## src/rtl/lcd_scanout.sv

```systemverilog
// LCD scanout engine: fetches RGB565 word pairs from a framebuffer into a
// small pixel FIFO and presents them to a pop-driven panel interface.
module lcd_scanout #(
  parameter int WIDTH   = 480,
  parameter int HEIGHT  = 320,
  parameter int DEPTH   = 16,
  parameter int NF_HOLD = 8
) (
  input  logic        clk,
  input  logic        rst,
  input  logic        ena,
  input  logic [23:0] fb_base,
  output logic [23:0] mem_addr,
  output logic        mem_ren,
  input  logic        mem_ready,
  input  logic [31:0] mem_rdata,
  input  logic        lcdvm_next_pixel,
  output logic        lcdvm_newfield,
  output logic        lcdvm_wait,
  output logic [7:0]  lcdvm_red,
  output logic [7:0]  lcdvm_green,
  output logic [7:0]  lcdvm_blue,
  output logic        frame_done
);

  localparam int NPIX  = WIDTH * HEIGHT;
  localparam int NWORD = NPIX / 2;
  localparam int PW    = $clog2(NPIX);
  localparam int WW    = $clog2(NWORD + 1);
  localparam int AW    = $clog2(DEPTH);
  localparam int AW1   = AW + 1;
  localparam int HW    = (NF_HOLD > 1) ? $clog2(NF_HOLD) : 1;

  localparam logic [PW-1:0]  LAST  = PW'(NPIX - 1);
  localparam logic [WW-1:0]  WMAX  = WW'(NWORD);
  localparam logic [HW-1:0]  HLOAD = HW'(NF_HOLD - 1);
  localparam logic [AW1-1:0] FULLC = AW1'(DEPTH);

  typedef enum logic [1:0] {
    S_IDLE,
    S_NEWFIELD,
    S_RUN
  } state_t;

  state_t         r_state;
  logic [15:0]    r_fifo [DEPTH];
  logic [AW-1:0]  r_wptr;
  logic [AW-1:0]  r_rptr;
  logic [AW1-1:0] r_cnt;
  logic [PW-1:0]  r_pix;
  logic [WW-1:0]  r_words;
  logic [23:0]    r_base;
  logic [HW-1:0]  r_hold;
  logic           r_ren;
  logic [23:0]    r_addr;

  logic           w_empty;
  logic           w_pop;
  logic           w_last;
  logic           w_push;
  logic           w_start;
  logic           w_enter;
  logic           w_flush;
  logic [15:0]    w_pix;

  assign w_empty = (r_cnt == '0);
  assign w_pop   = (r_state == S_RUN) && ena
                && lcdvm_next_pixel && !w_empty;
  assign w_last  = w_pop && (r_pix == LAST);
  // Responses arriving in IDLE belong to an abandoned request.
  assign w_push  = r_ren && mem_ready && ena
                && (r_state != S_IDLE);
  assign w_start = ena && (r_state != S_IDLE) && !r_ren
                && ((FULLC - r_cnt) >= AW1'(2))
                && (r_words < WMAX);
  assign w_enter = ena && (((r_state == S_IDLE) && !r_ren)
                || w_last);
  assign w_flush = !ena || (r_state == S_IDLE) || w_last;

  assign w_pix = w_empty ? 16'h0000 : r_fifo[r_rptr];

  assign mem_ren        = r_ren;
  assign mem_addr       = r_addr;
  assign lcdvm_newfield = (r_state == S_NEWFIELD);
  assign lcdvm_wait     = (r_state != S_RUN) || w_empty;
  assign lcdvm_red      = {w_pix[15:11], w_pix[15:13]};
  assign lcdvm_green    = {w_pix[10:5], w_pix[10:9]};
  assign lcdvm_blue     = {w_pix[4:0], w_pix[4:2]};
  assign frame_done     = w_last;

  always_ff @(posedge clk) begin
    if (w_push) begin
      r_fifo[r_wptr]          <= mem_rdata[15:0];
      r_fifo[r_wptr + AW'(1)] <= mem_rdata[31:16];
    end
  end

  always_ff @(posedge clk) begin
    if (rst) begin
      r_state <= S_IDLE;
      r_wptr  <= '0;
      r_rptr  <= '0;
      r_cnt   <= '0;
      r_pix   <= '0;
      r_words <= '0;
      r_base  <= '0;
      r_hold  <= '0;
      r_ren   <= 1'b0;
      r_addr  <= '0;
    end else begin
      if (w_flush) begin
        r_wptr <= '0;
        r_rptr <= '0;
        r_cnt  <= '0;
      end else begin
        if (w_push) r_wptr <= r_wptr + AW'(2);
        if (w_pop)  r_rptr <= r_rptr + AW'(1);
        r_cnt <= r_cnt
               + (w_push ? AW1'(2) : AW1'(0))
               - (w_pop ? AW1'(1) : AW1'(0));
      end

      if (r_ren) begin
        if (mem_ready) r_ren <= 1'b0;
      end else if (w_start) begin
        r_ren  <= 1'b1;
        r_addr <= r_base + 24'(r_words);
      end

      if (w_enter)     r_words <= '0;
      else if (w_push) r_words <= r_words + WW'(1);

      if (w_enter)    r_pix <= '0;
      else if (w_pop) r_pix <= r_pix + PW'(1);

      if (!ena) begin
        r_state <= S_IDLE;
      end else begin
        unique case (r_state)
          S_IDLE: begin
            if (!r_ren) begin
              r_state <= S_NEWFIELD;
              r_base  <= fb_base;
              r_hold  <= HLOAD;
            end
          end
          S_NEWFIELD: begin
            if (r_hold == '0) r_state <= S_RUN;
            else r_hold <= r_hold - HW'(1);
          end
          S_RUN: begin
            if (w_last) begin
              r_state <= S_NEWFIELD;
              r_base  <= fb_base;
              r_hold  <= HLOAD;
            end
          end
          default: r_state <= S_IDLE;
        endcase
      end
    end
  end

  // Free-space gating on fetch start must make a full-FIFO push impossible.
  always_ff @(posedge clk) begin
    if (!rst && w_push) begin
      assert (int'(r_cnt) + 2 - int'(w_pop) <= DEPTH);
    end
  end

endmodule

```

## config.mk

```make
export PLATFORM = sky130hd
export DESIGN_NAME = lcd_scanout
export DESIGN_NICKNAME = d
export VERILOG_FILES = /design/src/rtl/lcd_scanout.sv
export SDC_FILE = /design/constraint.sdc
export NUM_CORES = 1
export LEC_CHECK = 0
export CAP_MARGIN = 20
export CELL_PAD_IN_SITES_DETAIL_PLACEMENT = 0
export CELL_PAD_IN_SITES_GLOBAL_PLACEMENT = 1
export CORE_UTILIZATION = 51
export CTS_BUF_LIST = sky130_fd_sc_hd__clkbuf_8
export CTS_CLUSTER_SIZE = 25
export DETAILED_ROUTE_END_ITERATION = 7
export PLACE_DENSITY = 0.8
export SLEW_MARGIN = 20
export SYNTH_ARGS = -nofsm -noshare
export SYNTH_HDL_FRONTEND = slang
export SYNTH_SLANG_ARGS = --single-unit
```

## constraint.sdc

```tcl
create_clock -name clk -period 7.1 [get_ports clk]
set_clock_uncertainty 0.1 [all_clocks]
set_input_delay 1.42 -clock clk [delete_from_list [all_inputs] [get_ports clk]]
set_output_delay 1.42 -clock clk [all_outputs]
set_load 0.02 [all_outputs]
```

Yosys cells after proc, flatten, opt, wreduce, memory -nomap -nowiden
Memory sizes are Yosys's and may differ from the RTL's. A register that Yosys moved wholly into a read port is not among the register bits.
Index checks and enable logic that the tools add are counted.
- bits in registers: 102
- memory bits (writable): 256
- output and inout port bits: 52
- memories kept: 1
- memory list (memory ; words ; bits a word ; read ports ; clocked after Yosys merged registers in ; wr ports ; RTL line ; text):
    r_fifo ; 16 ; 16 ; 1 ; 1 ; 2 ; 46 ; logic [15:0] r_fifo [DEPTH];
- add/subtract/negate cells: 10
- $lt $le $gt $ge: 2
- equality and inequality tests: 8
- multiplexer cells: 21
- bitwise logic cells: 2
- reduce and logical (&&, ||, !) cells: 33
- operators by type and width (kind ; number):
    2-to-1 mux 24 bit ; 2
    one-hot mux 24 bit (2 select lines) ; 1
    adder 24 x 17 -> 24 bit ; 1
    adder 18 x 1 -> 18 bit (second input constant) ; 1
    equality test 18 bit (second input constant) ; 1
    adder 17 x 1 -> 17 bit (second input constant) ; 1
    less-than comparator 17 bit (second input constant) ; 1
    2-to-1 mux 16 bit ; 1
    logical AND 1 bit ; 13
    2-to-1 mux 3 bit ; 3
    one-hot mux 3 bit (3 select lines) ; 1
    adder 4 x 1 -> 4 bit (second input constant) ; 2
    2-to-1 mux 2 bit ; 4
    2-to-1 mux 4 bit ; 2
    inequality test 2 bit (second input constant) ; 4
    2-to-1 mux 1 bit ; 6
    one-hot mux 2 bit (3 select lines) ; 1
    OR reduction 2 bit ; 3
    adder 5 x 2 -> 5 bit ; 1
    greater-or-equal comparator 5 x 2 -> 1 bit (second input constant) ; 1
    logical NOT 5 bit ; 1
    AND reduction 5 bit ; 1
    subtractor 5 x 1 -> 5 bit ; 1
    subtractor 5 bit (first input constant) ; 1
    15 further kinds ; 22

Depth between registers and ports, before layout
Gate-level depths: netlist of run 1.
- depth in word-level cells: 8
- mapped depth: 15
- mapped depth without buffers: 14

Worst setup path after synthesis of run 1
Ideal clock, no wire load.
- path kind: input to register
- start point: input ena
- end point: memory r_fifo[0][0], enable pin
- setup time: 0.501 ns
- arrival time: 5.396 ns
- required time: 6.499 ns
- path slack: 1.103 ns
- stages: 5
- path buffers: 2
- path through: clkbuf_1 o2111a_1 clkbuf_1 inv_1 nor4_1
- RTL lines (what ; RTL line ; text):
    from (decl) ; 11 ; input logic ena,
    to (decl) ; 46 ;

==> results.py, run 1 <==
metrics = {
    "min_path": {
        "worstHoldEndpoint": "mem_addr[4]",
        "min_path_cells": 2,
        "worstHoldPathType": "reg -> reg",
        "hp-start": "mem_addr[4]",
    },
    "place": {
        "pre_cts_ws_ns": 1.88,
        "routabilityCongestion": 0.816,
        "hpwlAfterDp_um": 19300,
        "portBuffers": 112,
    },
    "run": {
        "drv_cap": 0,
    },
    "floorplanning": {
        "core_area_um2": 28900,
        "die_w_um": 174,
        "die-area_um2": 30300,
        "rows": 62,
        "initial_core_util": 0.522,
        "chipHeight_um": 174,
        "ios": 113,
    },
    "pwr": {
        "seqPwrFrac": 0.565,
        "power_w": 0.00404,
        "p_comb_frac": 0.040,
        "leakagePower_nw": 5.82,
        "cellInternalPower_w": 0.00314,
        "vdd_drop_max_v": 0.000184,
        "powerDensity_nw_per_um2": 228,
        "clkPwrFrac": 0.395,
        "switching_share": 0.224,
        "switching_power_w": 0.000907,
    },
    "detailed_routing": {
        "wl_met3_um": 1580,
        "via_per_inst": 5.53,
        "highest_layer": "met4",
        "vias": 8849,
        "drt_pass1_iterations": 4,
        "wire_per_inst_um": 19.4,
        "ant_nets": 0,
        "drc_errors": 0,
        "wl_met2_um": 14900,
        "drt-met1-wl_um": 14000,
        "first_iter_violations": 640,
        "wl_um": 31000,
    },
    "clocking": {
        "numCtsBuffers": 58,
        "insertion_delay_ns": 0.60,
        "cts.repair.resized": 0,
        "htree_levels": 2,
        "cts_root_buf": "clkbuf_8",
        "postCtsSetupBuffers": 0,
        "clock_path_buffers": 3,
        "clkTransAtPathRegs_ns": 0.05,
        "cts_sinks": 361,
        "cts_tree": "yes",
        "holdBufCountCts": 0,
    },
    "synth": {
        "synth_flop_cell": "edfxtp_1",
        "synth_fp_nets": 1128,
        "yosysSeqAreaShare": 0.648,
        "ys_ff_latch": 361,
        "synth.area.mux_share": 0.120,
        "synth-edff-count": 256,
        "synth-compound-area-share": 0.0552,
        "synth_top_family_by_area": "multiplexers",
        "synthArstFlopShare": 0,
        "synth_xor_area_frac": 0.0296,
        "synth_area_um2": 15100,
        "syn_inst": 1033,
        "avgSynthCellArea_um2": 14.6,
        "synthAdderAreaFrac": 0.0292,
        "ys_warn_count": 0,
        "synth_cell_types": 57,
        "synth-simple-area-share": 0.0950,
    },
    "timing": {
        "period_minus_slack_ns": 5.33,
        "worst_slack_ns": 1.77,
        "slew_headroom": 0.261,
        "max_freq_mhz": 187,
        "hold_viol": 0,
        "layout_worst_path_cycle_share": 0.751,
        "fin_tns_setup_ns": 0,
        "rsz0062_at_grt": "false",
        "tightest_slew_ns": 1.11,
        "setup_violations": 0,
        "slew_violations": 0,
    },
    "critical_path": {
        "critPathTopFamily": "flip-flops",
        "cp-end-kind": "output pin",
        "crit_type": "reg -> out",
        "cp_slowest_cell": "dfxtp_4",
        "rr_startpoint": "r_cnt[2]",
        "worstSetupStartpointType": "flop",
        "cp_common_cell": "mux4_2",
        "path_buf_inv": 2,
        "slowest_delay_ns": 1.03,
        "required_ns": 5.58,
        "rrSetupSlack_ns": 2.98,
        "reg2reg_to": "r_pix[0]",
        "worstRegToRegCells": 13,
        "critPathMaxFanout": 50,
        "crit_path_cell_trace": "buf_4 > mux4_2 > mux4_2 > nor2b_1 > clkdlybuf4s50_1",
        "worstPathArrival_ns": 3.81,
    },
    "cells_and_area": {
        "final_nets": 1264,
        "final_common_cell": "edfxtp_1",
        "postLayoutCoreUtil": 0.612,
        "syn_to_final_growth_pct": 17.3,
        "diodes": 0,
        "final_layout_size_suffix_gt1_frac": 0.155,
        "layout_common_cells": "256 x edfxtp_1, 111 x clkdlybuf4s50_1, 103 x nand2_1, 103 x dfxtp_1, 80 x mux4_2",
    },
    "global_route": {
        "gr-total-overflow": 0,
        "grt_antenna_before_repair": 0,
        "track_usage": 0.209,
        "grt_pass1_wl_um": 49300,
        "first_global_vias": 8910,
        "grt_start_max_net_pins": 61,
    },
    "run_status": {
        "status": "finished, final reports clean",
    },
}
==> power groups by stage <==
stage               Clock (W)  Combinational [W]  Sequential [W]
detailed placement          0           0.000165         0.00233
global placement            0           0.000162         0.00233
global route          0.00174           0.000181         0.00228
finish                0.00160           0.000164         0.00228
floorplan                   0          0.0000784         0.00233
CTS                   0.00164           0.000166         0.00228
==> per-layer routing <==
layer / vias to the layer above / global-route usage
met1: 4385 / 0.290
met4: 0 / 0.0519
met2: 222 / 0.343
met3: 44 / 0.0387
met5: - / 0
li1: 4198 / -
==> Yosys cell counts (8+ instances only) <==
library cell    n  area [um2]
edfxtp_1      256        7690
dfxtp_1       105        2100
nand2_1       103         387
mux4_2         80        1800
nor2_1         80         300
a21oi_1        62         310
ha_1           32         400
clkbuf_1       27         101
xor2_1         26         228
xnor2_1        25         219
nor2b_1        21         131
nand3_1        20         100
inv_1          18        67.6
o21ai_0        16        80.1
nor3_1         15        75.1
buf_4          12        90.1
a211oi_1       11        82.6
a21o_1         11        82.6
nand4_1        11        68.8
nand3b_1       10        75.1
buf_1           9        33.8
and3_1          8        50.1
==> cell families after synthesis <==
group / after synthesis
flip-flops: 361
AND/OR/NAND/NOR: 301
AO/OA/AOI/OAI: 133
multiplexers: 81
buffers and inverters: 72
XOR/XNOR: 51
adder cells (fa/ha/maj): 34
==> worst reg2reg max path, delay by kind of cell, from the launching register on <==
family                     cells  cell delay [ns]
and+or+nand+nor                6             2.13
buffers and inverters          4             0.94
adders and majority gates      2             0.36
AOI/OAI and AO/OA              1             0.09
DFF                            1             0.40
==> registers in the layout, indices dropped and copies added, names as in the netlist, named ones only <==
| signal | count |
|---|---|
| r_words | 17 |
| r_state | 2 |
| r_rptr | 4 |
| r_fifo | 256 |
| r_cnt | 5 |
| r_hold | 3 |
| r_pix | 18 |
| mem_addr | 24 |
| r_base | 24 |
| mem_ren | 1 |
| r_wptr | 3 |
==> worst max path at each step <==
stage          from             end  slack (ns)  cells past startpoint
2_1_floorplan   ena    r_fifo[0][0]        1.10                      5
3_3_place_gp    ena      frame_done        1.91                      5
3_5_place_dp    ena      frame_done        1.88                      5
4_1_cts        flop  lcdvm_green[5]        1.62                      5
5_1_grt        flop  lcdvm_green[5]        1.50                      5
6_report       flop  lcdvm_green[5]        1.77                      5
==> final cells by class <==
cell class / instances / area [um2]
clock inverters: 45 / 204
multi-input cells: 600 / 5020
flip-flops and latches: 361 / 9790
inverters: 18 / 67.6
clock buffers: 61 / 840
repair buffers: 130 / 1310
well taps: 384 / 480
fillers: 2234 / 11200
==> through the flow <==
stage | cell area [um2] | hold slack (ns) | instances
CTS | 17700 | 0.350 | 1597
detailed placement | 16600 | 0.344 | 1491
finish | 17700 | 0.346 | 1599
global placement | 16600 | 0.339 | 1490
floorplan | 15100 | 0.340 | 1033
global route | 17700 | 0.371 | 1599
No activity file was read; power rests on OpenSTA's default activity.
==> run 2: changes to the inputs <==
- clock period: 7.1 -> 5.01 ns (I/O delays scaled with it)
==> results.py, run 2 (synthesized netlist as in run 1, its figures left out) <==
metrics = {
    "min_path": {
        "worstHoldEndpoint": "mem_addr[7]",
        "worstHoldPathType": "reg -> reg",
        "hp-start": "mem_addr[7]",
        "min_path_cells": 2,
    },
    "timing": {
        "hold_slack_ns": 0.348,
        "hold_viol": 0,
        "setup_violations": 0,
        "tightest_slew_ns": 0.798,
        "slew_headroom": 0.467,
        "max_freq_mhz": 213,
        "rsz0062_at_grt": "false",
        "period_minus_slack_ns": 4.70,
        "fin_tns_setup_ns": 0,
        "slew_violations": 0,
        "layout_worst_path_cycle_share": 0.937,
    },
    "floorplanning": {
        "die-area_um2": 30300,
        "initial_core_util": 0.522,
        "die_w_um": 174,
        "ios": 113,
        "chipHeight_um": 174,
        "rows": 62,
        "core_area_um2": 28900,
    },
    "global_route": {
        "track_usage": 0.201,
        "grt_start_max_net_pins": 65,
        "gr-total-overflow": 0,
        "grt_pass1_wl_um": 47300,
        "grt_antenna_before_repair": 0,
        "first_global_vias": 8947,
    },
    "critical_path": {
        "cp-end-kind": "output pin",
        "reg2reg_to": "r_pix[8]",
        "worstRegToRegCells": 11,
        "worstPathArrival_ns": 3.59,
        "worstSetupStartpointType": "flop",
        "required_ns": 3.91,
        "crit_type": "reg -> out",
        "critPathMaxFanout": 6,
        "rrSetupSlack_ns": 1.65,
        "rr_startpoint": "r_cnt[2]",
    },
    "cells_and_area": {
        "final_layout_size_suffix_gt1_frac": 0.153,
        "final_nets": 1265,
        "multi_input_area_um2": 5030,
        "regMostFlops": "r_fifo",
        "instances_no_fill": 1592,
        "seq_area_um2": 9790,
        "largest_reg_flops": 256,
        "final_common_cell": "edfxtp_1",
        "layout_common_cells": "256 x edfxtp_1, 111 x clkdlybuf4s50_1, 103 x nand2_1, 103 x dfxtp_1, 80 x mux4_2",
        "n_fill_cell": 2222,
        "syn_to_final_growth_pct": 17.3,
    },
    "pwr": {
        "p_comb_frac": 0.040,
        "vdd_drop_max_v": 0.000222,
        "clkPwrFrac": 0.398,
        "switching_share": 0.218,
        "cellInternalPower_w": 0.00450,
        "switching_power_w": 0.00126,
        "powerDensity_nw_per_um2": 325,
        "seqPwrFrac": 0.562,
        "leakagePower_nw": 5.81,
    },
    "detailed_routing": {
        "drc_errors": 0,
        "wl_um": 30000,
        "wire_per_inst_um": 18.8,
        "via_per_inst": 5.50,
        "first_iter_violations": 445,
        "vias": 8751,
        "drt_pass1_iterations": 5,
        "ant_nets": 0,
    },
    "run": {
        "drv_cap": 0,
    },
    "place": {
        "dp_cells": 1495,
        "hpwlAfterDp_um": 18600,
        "portBuffers": 112,
        "routabilityCongestion": 0.849,
    },
    "clocking": {
        "insertion_delay_ns": 0.58,
        "holdBufCountCts": 0,
        "postCtsSetupBuffers": 0,
        "htree_levels": 2,
        "cts_tree": "yes",
        "cts_root_buf": "clkbuf_8",
        "cts_sinks": 361,
        "clkTransAtPathRegs_ns": 0.06,
        "numCtsBuffers": 57,
        "clock_path_buffers": 3,
        "cts.repair.resized": 0,
    },
    "run_status": {
        "status": "finished, final reports clean",
    },
}
## run 2: critical path, cell delays in order (launching register included)
cell and delay, ns:
dfxtp_1 0.41, inv_1 0.10, ha_1 0.20, and2_1 0.13, ha_1 0.20, or3b_1 0.44
or4_4 0.59, nor3_4 0.29, clkdlybuf4s50_1 0.65
## run 2: worst max-delay path by stage
| stage | startpoint | endpoint | slack [ns] | cells past startpoint |
|---|---|---|---|---|
| after floorplan | ena | r_fifo[8][0] | 0.26 | 5 |
| after global placement | ena | frame_done | 0.63 | 5 |
| after detailed placement | ena | frame_done | 0.59 | 5 |
| after CTS | r_cnt[2] | frame_done | 0.25 | 8 |
| after global routing | r_cnt[2] | frame_done | 0.11 | 8 |
| final | r_cnt[2] | frame_done | 0.31 | 8 |
## run 2: power by group through the flow
stage          Sequential [W]  Combinational, W  Clock [W]
3_5_place_dp          0.00330          0.000232          0
6_report              0.00324          0.000230    0.00229
5_1_grt               0.00324          0.000254    0.00248
3_3_place_gp          0.00330          0.000229          0
4_1_cts               0.00324          0.000233    0.00235
2_1_floorplan         0.00330          0.000111          0
## run 2: metal layers
layer / wire (um) / part of all wire / up-vias / GRT usage
met5: 0 / 0 / - / 0
met4: 737 / 0.025 / 0 / 0.0724
met3: 1510 / 0.050 / 54 / 0.0392
met2: 14500 / 0.48 / 225 / 0.334
met1: 13200 / 0.44 / 4274 / 0.263
li1: - / - / 4198 / -
## run 2: layout make-up
class	count	area share
Sequential cell	361	0.553
Tap cell	384	0.0271
Inverter	18	0.00381
Timing Repair Buffer	132	0.0736
Clock inverter	34	0.0106
Clock buffer	62	0.0482
Antenna cell	1	0.000141
Multi-Input combinational cell	600	0.284
## run 2: through the flow
step / instance area, um2 / power [W] / util / worst slack, ns
4_1_cts: 17700 / 0.00581 / 0.612 / 0.246
2_1_floorplan: 15100 / 0.00341 / - / 0.264
5_1_grt: 17700 / 0.00597 / 0.612 / 0.114
3_5_place_dp: 16700 / 0.00353 / 0.576 / 0.594
3_3_place_gp: 16700 / 0.00353 / 0.576 / 0.633
6_report: 17700 / 0.00575 / 0.612 / 0.313
==> run 3: changes to the inputs <==
- SKIP_CTS_REPAIR_TIMING: not set -> 1
==> results of run 3 <==
No change in the layout: final DEF, timing and power equal those of run 2.
